### src/rtl/hc86_tester_pkg.sv
// Shared types and constants for the 74HC86 quad-XOR tester: FSM states,
// stimulus table and MISR seed.
package hc86_tester_pkg;

   typedef enum logic [2:0] {
      ST_IDLE,
      ST_APPLY,
      ST_SETTLE,
      ST_SAMPLE,
      ST_DONE
   } state_e;

   localparam int unsigned VEC_COUNT = 4;

   // Bit n holds the a/b value of vector idx n: (0,0) (1,0) (1,1) (0,1).
   localparam logic [VEC_COUNT-1:0] VEC_A = 4'b0110;
   localparam logic [VEC_COUNT-1:0] VEC_B = 4'b1100;

   localparam logic [7:0] MISR_SEED = 8'hFF;

   function automatic logic [4:0] popcount4(input logic [3:0] v);
      return 5'(v[0]) + 5'(v[1]) + 5'(v[2]) + 5'(v[3]);
   endfunction

endpackage

### src/rtl/hc86_sync.sv
// 4-bit two-flop synchronizer bringing the gate outputs into the clk domain.
module hc86_sync (
   input  logic       clk,
   input  logic       rst_n,
   input  logic [3:0] d_i,
   output logic [3:0] q_o
);

   logic [3:0] meta_q;
   logic [3:0] sync_q;

   always_ff @(posedge clk or negedge rst_n) begin
      if (!rst_n) begin
         meta_q <= '0;
         sync_q <= '0;
      end else begin
         meta_q <= d_i;
         sync_q <= meta_q;
      end
   end

   assign q_o = sync_q;

endmodule

### src/rtl/hc86_tester.sv
// Functional tester for a quad 2-input XOR: walks a 4-entry vector table and
// accumulates per-gate mismatches. Define HC86_TESTER_MISR_EN to add the sig MISR.
module hc86_tester
   import hc86_tester_pkg::*;
#(
   parameter int unsigned SETTLE_CYCLES = 4
) (
   input  logic       clk,
   input  logic       rst_n,
   input  logic       start,
   input  logic       abort,
   input  logic [3:0] dut_y,
   output logic [3:0] dut_a,
   output logic [3:0] dut_b,
   output logic       busy,
   output logic       done,
   output logic       pass,
   output logic [3:0] fail_mask,
   output logic [4:0] err_count
`ifdef HC86_TESTER_MISR_EN
   ,
   output logic [7:0] sig
`endif
);

   state_e     state_q;
   logic [1:0] idx_q;
   logic [3:0] cnt_q;
   logic [3:0] a_q, b_q;
   logic       busy_q, done_q, pass_q;
   logic [3:0] fail_mask_q, fail_mask_d;
   logic [4:0] err_q, err_d;
   logic [3:0] y_sync;
   logic [3:0] exp_y;
   logic [3:0] mism;
   logic [1:0] idx_d;

   hc86_sync u_sync (
      .clk  (clk),
      .rst_n(rst_n),
      .d_i  (dut_y),
      .q_o  (y_sync)
   );

   always_comb begin
      exp_y       = {4{VEC_A[idx_q] ^ VEC_B[idx_q]}};
      mism        = y_sync ^ exp_y;
      fail_mask_d = fail_mask_q | mism;
      err_d       = err_q + popcount4(mism);
      idx_d       = idx_q + 2'd1;
   end

   always_ff @(posedge clk or negedge rst_n) begin
      if (!rst_n) begin
         state_q     <= ST_IDLE;
         idx_q       <= '0;
         cnt_q       <= '0;
         a_q         <= '0;
         b_q         <= '0;
         busy_q      <= 1'b0;
         done_q      <= 1'b0;
         pass_q      <= 1'b0;
         fail_mask_q <= '0;
         err_q       <= '0;
      end else begin
         done_q <= 1'b0;
         if (abort && state_q != ST_IDLE) begin
            state_q <= ST_IDLE;
            busy_q  <= 1'b0;
            a_q     <= '0;
            b_q     <= '0;
         end else begin
            case (state_q)
               ST_IDLE: if (start) begin
                  state_q     <= ST_APPLY;
                  busy_q      <= 1'b1;
                  idx_q       <= '0;
                  a_q         <= {4{VEC_A[0]}};
                  b_q         <= {4{VEC_B[0]}};
                  pass_q      <= 1'b0;
                  fail_mask_q <= '0;
                  err_q       <= '0;
               end
               ST_APPLY: begin
                  state_q <= ST_SETTLE;
                  cnt_q   <= 4'(SETTLE_CYCLES - 1);
               end
               ST_SETTLE: begin
                  if (cnt_q == '0) state_q <= ST_SAMPLE;
                  else             cnt_q   <= cnt_q - 4'd1;
               end
               ST_SAMPLE: begin
                  fail_mask_q <= fail_mask_d;
                  err_q       <= err_d;
                  // Vectors are loaded on entry to APPLY so they are stable for the whole settle window.
                  if (idx_q != 2'(VEC_COUNT - 1)) begin
                     state_q <= ST_APPLY;
                     idx_q   <= idx_d;
                     a_q     <= {4{VEC_A[idx_d]}};
                     b_q     <= {4{VEC_B[idx_d]}};
                  end else begin
                     state_q <= ST_DONE;
                     done_q  <= 1'b1;
                     pass_q  <= (fail_mask_d == '0);
                     a_q     <= '0;
                     b_q     <= '0;
                  end
               end
               ST_DONE: begin
                  state_q <= ST_IDLE;
                  busy_q  <= 1'b0;
               end
               default: begin
                  state_q <= ST_IDLE;
                  busy_q  <= 1'b0;
               end
            endcase
         end
      end
   end

`ifdef HC86_TESTER_MISR_EN
   logic [7:0] sig_q;

   always_ff @(posedge clk or negedge rst_n) begin
      if (!rst_n) begin
         sig_q <= MISR_SEED;
      end else if (state_q == ST_IDLE && start) begin
         sig_q <= MISR_SEED;
      end else if (state_q == ST_SAMPLE && !abort) begin
         sig_q <= {sig_q[6:0], sig_q[7] ^ sig_q[5] ^ sig_q[4] ^ sig_q[3]} ^ {4'b0, y_sync};
      end
   end

   assign sig = sig_q;
`endif

   assign dut_a     = a_q;
   assign dut_b     = b_q;
   assign busy      = busy_q;
   assign done      = done_q;
   assign pass      = pass_q;
   assign fail_mask = fail_mask_q;
   assign err_count = err_q;

endmodule

### config.mk
export PLATFORM = sky130hd
export DESIGN_NAME = hc86_tester
export DESIGN_NICKNAME = d
export VERILOG_FILES = /design/src/rtl/hc86_tester_pkg.sv /design/src/rtl/hc86_sync.sv /design/src/rtl/hc86_tester.sv
export SDC_FILE = /design/constraint.sdc
export NUM_CORES = 1
export LEC_CHECK = 0
export CAP_MARGIN = 15
export CORE_MARGIN = 2
export CORE_UTILIZATION = 40
export DETAILED_ROUTE_END_ITERATION = 16
export PLACE_DENSITY = 0.63
export SYNTH_ARGS = -nofsm -noshare
export SYNTH_HDL_FRONTEND = slang
export SYNTH_HIERARCHICAL = 1
export SYNTH_SLANG_ARGS = --single-unit
### constraint.sdc
create_clock -name clk -period 3.8 [get_ports clk]
set_input_delay 0.76 -clock clk [delete_from_list [all_inputs] [get_ports clk]]
set_output_delay 0.76 -clock clk [all_outputs]
set_load 0.01 [all_outputs]
==> flow_metrics.py <==
metrics = {
    "clock_tree": {
        "cts_resized": 0,
        "clk_latency_ns": 0.28,
        "htree_levels": 2,
        "cts.sink_count": 31,
        "root_buffer": "clkbuf_8",
        "clockBufferDepth": 2,
        "cts_hold_buf": 0,
        "clk_pin_slew_ns": 0.07,
        "cts_tree": "yes",
        "postCtsSetupBuffers": 0,
        "cts_buffers": 5,
    },
    "sta": {
        "period_needed_ns": 3.51,
        "hold_violations": 0,
        "setup_viol": 0,
        "slew_viol_final": 0,
        "clock_skew_ns": 0.00607,
        "finalCritPeriodShare_pct": 92.3,
        "grt_setup_unrepaired": "no",
        "tightestPinTransition_ns": 0.545,
        "slew_headroom_pct": 63.3,
        "fmaxAchievable_ghz": 0.285,
        "finalSetupTns_ns": 0,
    },
    "global_route": {
        "grt_pass1_vias": 1111,
        "track_usage_pct": 15.6,
        "grt_max_degree": 32,
        "antenna_found_initial": 0,
        "grt_overflow_total": 0,
        "grt_first_pass_wirelength_um": 5010,
    },
    "route": {
        "vias": 1164,
        "dr.pass1.iters": 4,
        "remaining_drc_errors": 0,
        "avgViaCountPerCell": 5.27,
        "drt-total-wl_um": 2930,
        "wl_per_cell_um": 13.2,
        "ant_nets": 0,
        "drtIter0Drc": 70,
    },
    "synthesis": {
        "avgSynthCellArea_um2": 10.5,
        "synth_edf_count": 0,
        "synth_simple_gate_area_share_pct": 16.9,
        "synth.area.mux_share_pct": 2.05,
        "synth_fa_ha_area_share_pct": 6.38,
        "synth_compound_area_share_pct": 15.1,
        "yosysWarnings": 6,
        "ys_types": 38,
        "synth_xor_area_share_pct": 3.44,
        "synth_top_flop_cell": "dfrtp_1",
        "synthesis.instances": 145,
        "synth_seq_cells": 31,
        "synth_top_family_by_area": "simple AND/OR/NAND/NOR gates",
        "synthArstFlopShare_pct": 100,
        "yosysSeqAreaShare_pct": 50.7,
        "synth_area_mm2": 0.00153,
        "syn-num-nets": 159,
    },
    "power_and_ir_drop": {
        "power.density_mw_per_mm2": 675,
        "power_leakage_nw": 0.811,
        "ir_drop_uv": 275,
    },
    "die": {
        "io_pins": 28,
        "die_h_um": 65.8,
        "num_rows": 22,
        "dieWidth_um": 65.8,
        "die_area_mm2": 0.00433,
        "core_region_area_mm2": 0.00366,
        "initial_core_util_pct": 41.8,
    },
    "setup_path": {
        "path_class": "flop to flop",
        "required_ns": 4.01,
        "ff2ff_setup_slack_ns": 0.29,
        "crit_path_start_kind": "flop",
        "end_kind": "flop",
        "rr_endpoint": "err_count[4]",
        "reg2regPathDepth": 9,
        "r2r_start": "idx_q[0]",
        "cp.arrival_ns": 3.71,
        "worstPathMaxFanout": 4,
    },
    "placed_design": {
        "port_buffers": 27,
        "placed_cells": 213,
        "dpl.hpwl_um": 2080,
        "gp_congestion": 0.815,
        "place_area_mm2": 0.00182,
    },
    "final_layout": {
        "fin_nets": 186,
        "final_common_cell": "dfrtp_1",
        "synthToLayoutAreaGrowth_pct": 25.7,
        "final_cell_mix": "dfrtp_1 (31), clkdlybuf4s50_1 (27), nor2_1 (14), a21oi_1 (12), o21ai_0 (8)",
        "register_area_um2": 776,
        "multi_input_area_um2": 671,
        "diodes": 0,
        "final_area_mm2": 0.00192,
        "drive_gt1_share_pct": 8.67,
        "stdcell_count": 221,
        "fillers": 320,
        "fin_util_pct": 52.5,
    },
    "min_path": {
        "worstHoldPathType": "flop to flop",
        "hp-start": "u_sync/meta_q[0]",
        "whs_path_depth": 0,
        "hold_end": "u_sync/q_o[0]",
    },
    "run": {
        "cap_violations": 0,
    },
    "status": {
        "outcome": "finished, final reports clean",
    },
}
-- cell usage after synthesis (3+ instances only) --
| cell | n | share of area (%) |
|---|---|---|
| inv_1 | 6 | 1.5 |
| nor3_1 | 4 | 1.3 |
| fa_1 | 3 | 3.9 |
| o21ai_0 | 8 | 2.6 |
| xor2_1 | 3 | 1.7 |
| a21oi_1 | 12 | 3.9 |
| nor2_1 | 14 | 3.4 |
| clkbuf_1 | 4 | 0.98 |
| dfrtp_1 | 31 | 51 |
| o31ai_1 | 4 | 2.0 |
| ha_1 | 3 | 2.5 |
| nand2_1 | 7 | 1.7 |
| xnor2_1 | 3 | 1.7 |
| buf_4 | 6 | 2.9 |
| nand3_1 | 4 | 1.3 |
-- area by class of cell --
| cell class | instances | area share (%) |
|---|---|---|
| tap | 48 | 3.13 |
| clock buffer | 8 | 5.21 |
| sequential | 31 | 40.4 |
| multi-input combinational | 98 | 34.9 |
| inverter | 6 | 1.17 |
| timing repair buffer | 30 | 15.2 |
-- power breakdown --
| part | switching, mW | total [mW] | internal [mW] |
|---|---|---|---|
| clock | 0.117 | 0.282 | 0.165 |
| combinational | 0.266 | 0.536 | 0.271 |
| sequential | 0.0814 | 0.479 | 0.398 |
-- kinds of logic (layout without fill, tap and decap cells) --
logic type / after synthesis / count (layout)
adder cells (fa/ha/maj): 6 / 6
XOR/XNOR: 6 / 6
buffers and inverters: 16 / 44
AND/OR/NAND/NOR: 47 / 47
flip-flops: 31 / 31
multiplexers: 3 / 3
AO/OA/AOI/OAI: 36 / 36
-- worst max path at each step --
stage                         endpoint      from  cells after the start  slack [ns]
after floorplan           err_count[4]  idx_q[0]                      9        0.34
after global placement    err_count[4]  idx_q[0]                      9        0.46
after detailed placement  err_count[4]  idx_q[0]                      9        0.34
after CTS                 err_count[4]  idx_q[0]                      9        0.28
after global routing      err_count[4]  idx_q[0]                      9        0.07
final                     err_count[4]  idx_q[0]                      9        0.29
-- stage by stage --
step | setup slack (ns) | power, mW | hold slack [ns]
floorplan | 0.338 | 0.829 | 0.331
global placement | 0.456 | 1.01 | 0.332
finish | 0.294 | 1.30 | 0.352
detailed placement | 0.338 | 1.02 | 0.340
global route | 0.0738 | 1.40 | 0.369
CTS | 0.277 | 1.31 | 0.357
-- registers in the layout, summed over array words and instances, names as in the netlist --
name / cells
dut_b: 1
done: 1
dut_a: 1
pass: 1
state_q: 3
cnt_q: 4
err_count: 5
u_sync/meta_q: 4
u_sync/q_o: 4
busy: 1
idx_q: 2
fail_mask: 4
-- worst max-delay path, cell delays in order, from the launching register on --
cell	delay (ns)
dfrtp_1	0.41
ha_1	0.37
xnor2_1	0.35
xnor2_1	0.17
fa_1	0.53
inv_1	0.05
fa_1	0.43
fa_1	0.43
or4_1	0.54
a21oi_1	0.16
-- layer usage --
layer | GRT usage [%] | share of wire, % | vias to the layer above
li1 | - | - | 565
met4 | 6.25 | 1.4 | 0
met1 | 20.6 | 46 | 557
met3 | 5.11 | 5.6 | 5
met5 | 0 | 0 | -
met2 | 23.6 | 47 | 37
(Power assumes the default switching activity.)
